[src/rtl/rr_arb_pkg.sv]
// Shared constants and the rotating-priority pick function for the 16-way round-robin arbiter.
package rr_arb_pkg;

    localparam int N_REQ = 16;
    localparam int ID_W  = 4;

    localparam logic [0:0] IDLE = 1'b0;
    localparam logic [0:0] BUSY = 1'b1;

    // Rotate req so that 'start' lands at bit 0, then take the lowest set bit.
    function automatic logic [ID_W-1:0] rr_pick(input logic [N_REQ-1:0] req,
                                                 input logic [ID_W-1:0]  start);
        logic [N_REQ-1:0] rot;
        logic [ID_W-1:0]  idx;
        for (int i = 0; i < N_REQ; i++) begin
            rot[i] = req[start + ID_W'(i)];
        end
        idx = start;
        for (int i = N_REQ - 1; i >= 0; i--) begin
            if (rot[i]) idx = start + ID_W'(i);
        end
        return idx;
    endfunction

endpackage

[src/rtl/decode4_16.sv]
// 4-to-16 one-hot decoder with enable; output is all zeros when disabled.
module decode4_16
    import rr_arb_pkg::*;
(
    input  logic [ID_W-1:0]  x,
    input  logic             en,
    output logic [N_REQ-1:0] y
);

    always_comb begin
        y = '0;
        if (en) y[x] = 1'b1;
    end

endmodule

[src/rtl/rr_arb16.sv]
// 16-requester round-robin arbiter with an optional per-grant hold limit that preempts the grantee.
//
// state | meaning
// IDLE  | no grant; next edge grants the first requester found from ptr
// BUSY  | cur_id owns the resource; release, timeout or hold decided each edge
module rr_arb16
    import rr_arb_pkg::*;
#(
    parameter int HOLD_MAX = 0,
    parameter int CW       = 8
) (
    input  logic             clk,
    input  logic             rst,
    input  logic [N_REQ-1:0] req,
    output logic [N_REQ-1:0] gnt,
    output logic [ID_W-1:0]  gnt_id,
    output logic             gnt_vld,
    output logic             preempt
);

    localparam bit            HOLD_EN   = (HOLD_MAX > 0);
    localparam logic [CW-1:0] HOLD_LAST = CW'((HOLD_MAX > 0) ? (HOLD_MAX - 1) : 0);

    if ((HOLD_MAX < 0) || (HOLD_MAX > 255) || ((1 << CW) <= HOLD_MAX)) begin : g_bad_param
        $error("rr_arb16: HOLD_MAX must be 0..255 and fit in CW bits");
    end

    logic [0:0]      state;
    logic [ID_W-1:0] cur_id;
    logic [ID_W-1:0] ptr;
    logic [CW-1:0]   cnt;

    logic [ID_W-1:0] next_id;
    logic [ID_W-1:0] search_start;
    logic [ID_W-1:0] pick;
    logic            found;
    logic            holding;
    logic            timeout;
    logic            busy;

    assign busy    = (state == BUSY);
    assign next_id = cur_id + 4'd1;

    // While busy the search always restarts just past the grantee, so a sole
    // requester that times out wraps all the way round and picks itself again.
    always_comb begin
        search_start = busy ? next_id : ptr;
        pick         = rr_pick(req, search_start);
        found        = |req;
        holding      = req[cur_id];
        timeout      = HOLD_EN && holding && (cnt == HOLD_LAST);
    end

    always_ff @(posedge clk) begin
        if (rst) begin
            state   <= IDLE;
            cur_id  <= '0;
            ptr     <= '0;
            cnt     <= '0;
            preempt <= 1'b0;
        end else begin
            preempt <= 1'b0;
            case (state)
                IDLE: begin
                    if (found) begin
                        state  <= BUSY;
                        cur_id <= pick;
                        cnt    <= '0;
                    end
                end
                BUSY: begin
                    if (!holding) begin
                        ptr <= next_id;
                        if (found) begin
                            cur_id <= pick;
                            cnt    <= '0;
                        end else begin
                            state <= IDLE;
                        end
                    end else if (timeout) begin
                        preempt <= 1'b1;
                        ptr     <= next_id;
                        cur_id  <= pick;
                        cnt     <= '0;
                    end else if (cnt != '1) begin
                        cnt <= cnt + 1'b1;
                    end
                end
                default: state <= IDLE;
            endcase
        end
    end

    decode4_16 u_dec (
        .x  (cur_id),
        .en (busy),
        .y  (gnt)
    );

    assign gnt_id  = cur_id;
    assign gnt_vld = busy;

endmodule

[config.mk]
export PLATFORM = sky130hd
export DESIGN_NAME = rr_arb16
export DESIGN_NICKNAME = d
export VERILOG_FILES = /design/src/rtl/rr_arb_pkg.sv /design/src/rtl/decode4_16.sv /design/src/rtl/rr_arb16.sv
export SDC_FILE = /design/constraint.sdc
export NUM_CORES = 1
export LEC_CHECK = 0
export ABC_AREA = 1
export CAP_MARGIN = 40
export CORE_ASPECT_RATIO = 0.9
export CORE_MARGIN = 4
export CORE_UTILIZATION = 50
export CTS_CLUSTER_SIZE = 24
export DETAILED_ROUTE_END_ITERATION = 7
export DONT_BUFFER_PORTS = 1
export MAX_ROUTING_LAYER = met4
export PLACE_DENSITY = 0.68
export SETUP_SLACK_MARGIN = 0.1
export SYNTH_ARGS = -nofsm -noshare
export SYNTH_HDL_FRONTEND = slang
export SYNTH_HIERARCHICAL = 1
export SYNTH_SLANG_ARGS = --single-unit
[constraint.sdc]
create_clock -name clk -period 3.5 [get_ports clk]
set_input_delay 0.175 -clock clk [delete_from_list [all_inputs] [get_ports clk]]
set_output_delay 0.175 -clock clk [all_outputs]
set_load 0.01 [all_outputs]
==> results.md <==
* Post-Synthesis Cell Area at around 2800 um^2
* DRT antenna net count at 0
* CP max stage cell: dfxtp_1
* Wire length on met1 at between 4 and 5 mm
* Syn Inst Count at between 500 and 600
* Commonest non-fill, non-tap cell in the layout: nand2_1
* Non-filler instance count after layout at around 650
* CTS root buf: clkbuf_8
* # diodes at 0
* Total wire length at between 9 and 10 mm
* Syn_area_per_cell at about 5.0 um^2
* DR DRC count at 0
* Placed Area at 2800 um^2
* CTS Buf Count at 3
* Starting Density at between 50% and 60%
* Fmax at around 320 MHz
* Final GP Congestion at 0.997
* DIE HEIGHT at 78.7 um
* Slowest stage delay, CP at about 0.37 ns
* Worst-Margin Slew at 0.574 ns
* H-Tree Depth at 1
* Largest net degree at the start of global routing at 26
* Row cnt at 25
* Final hold vios at 0
* Proportion of layout cells with a drive suffix above 1 at about 17%
* Crit path top cell by count: nand2_1
* CP top delay family: simple AND/OR/NAND/NOR gates
* Post-synth net total at 584
* Synth unique cells at 36
* Pre-CTS WS at roughly 0.17 ns
* Global-route wire length before repair at roughly 15 mm
* Final Worst Setup Slack at roughly 0.35 ns
* Post-synth ARST share at 0%
* Area delta synth->final at 15.6%
* Clk slew on worst S/H paths at ~0.040 ns
* Die X at around 87 um
* Run status: completed
* Most frequent cells in the layout: nand2_1, nand3_1, inv_1
* Total gr overflow at 0
* Setup total negative slack at 0 ns
* Worst Setup End Kind: flip-flop
* Via-to-Cell Ratio at between 5 and 6
* Longest Clk Path Bufs at 2
* Die area at 6820 um^2
* Unrepaired setup endpoints after global routing: yes
* Final HPWL DP at between 7 and 8 mm
* Crit-path max FO at 5
* Initial antenna violation count at 0
* # IOs at 40
* WL met3 at around 1.0 mm
* Worst path bufs/invs at 4
* GRT Util Overall at 28.3%
* Syn. warnings at 6
* Max-cap violations at 0
* TritonCTS clock tree: done
* Core footprint at 5320 um^2
* Final #Nets at 609
* Clk_skew at approximately 0.0012 ns
* Period utilisation layout at 89.9%
* Wirelength per Cell at about 15 um
* Design area at ~3200 um^2
* Post-synth EDFFs at 0
* Number of global-route vias before repair at about 3,200
* Sequential element share of the synthesized area at 6.48%
* Ys flop type: dfxtp_1
* Worst EP arrival at 3.27 ns
* # port buffers at 0
* Vias at between 3,000 and 4,000
* Critical Path Source Type: flip-flop
* WS Path Type: flip-flop to flip-flop
* Met2 routed WL at 4.42 mm
* Worst min path class: input pin to flip-flop
* Clk sinks at 9
* Skew-Pair Late Insertion Delay at roughly 0.23 ns
* CP required at roughly 3.6 ns
* Dpl cells at 620
* Final min period at ~3.1 ns
* Iteration-0 DRC Markers at between 300 and 400
* Slew headroom at roughly three fifths
* Max Slew Vio Count at 0
* Final-report setup violation count at 0
* First-pass DRT Iterations at 5
* Max Used Layer: met4
* Seq cells post-synth at 9
kinds of logic (layout without fill, tap and decap cells):
group,Yosys count,in the layout,synth area share [%]
buf+inv,82,105,13.6
compound gates,83,83,16.7
fa+ha+maj,6,6,2.70
flops,9,9,6.48
other cells,1,1,0.135
xor+xnor,4,4,1.26
simple gates,375,376,59.2
Yosys cell counts, drive strengths merged (3+ instances only):
cell type    n  area [um^2]
o21ai       24          131
inv         65          244
nor2        36          140
xor2         3         26.3
ha           6         75.1
and2         3         18.8
dfxtp        9          180
nand3       77          405
nand4        5         31.3
a31oi        5         31.3
nand2      251         1030
buf         15          125
a21oi       45          229
o211ai       4         35.0
per-layer routing:
metal / track usage, % / vias up
met5: - / -
met1: 37.6 / 1665
met2: 45.8 / 180
li1: - / 1840
met3: 3.11 / 21
met4: 6.85 / 0
area by class of cell:
class | count | area (um^2)
multi-input cells | 470 | 2320
inverters | 66 | 251
well taps | 67 | 83.8
clock buffers | 4 | 45.0
fillers | 551 | 2100
repair buffers | 34 | 323
flip-flops and latches | 9 | 184
repair inverters | 1 | 7.51
metrics by stage:
stage          hold slack, ns  util, %
6_report              0.00762     60.4
5_1_grt               0.00280     60.4
4_1_cts               0.00476     53.7
3_5_place_dp            0.240     52.7
3_3_place_gp            0.239     52.7
2_1_floorplan           0.237        -
sequential cells by signal (all words and copies together) (netlist names):
| signal | cells |
|---|---|
| gnt_vld | 1 |
| ptr | 4 |
| gnt_id | 4 |
path summary, 6_finish.rpt:
kind,from,end,slack (ns),cells past startpoint
setup / recovery,gnt_id[1],gnt_id[2],0.35,32
hold / removal,rst,gnt_id[1],0.008,1
setup reg to reg,gnt_id[1],gnt_id[2],0.35,32
hold reg to reg,ptr[3],ptr[3],0.52,1
what timing repair did:
action / CTS / global route
setup buffers: 0 / 21
endpoints found under the hold margin: 1 / 1
resized for setup: 0 / 32
hold buffers: 1 / 1
endpoints found under the setup margin: 0 / 4
Power is not shown: default switching activity piles up to over one toggle a cycle in this logic, so the estimate is an artifact.
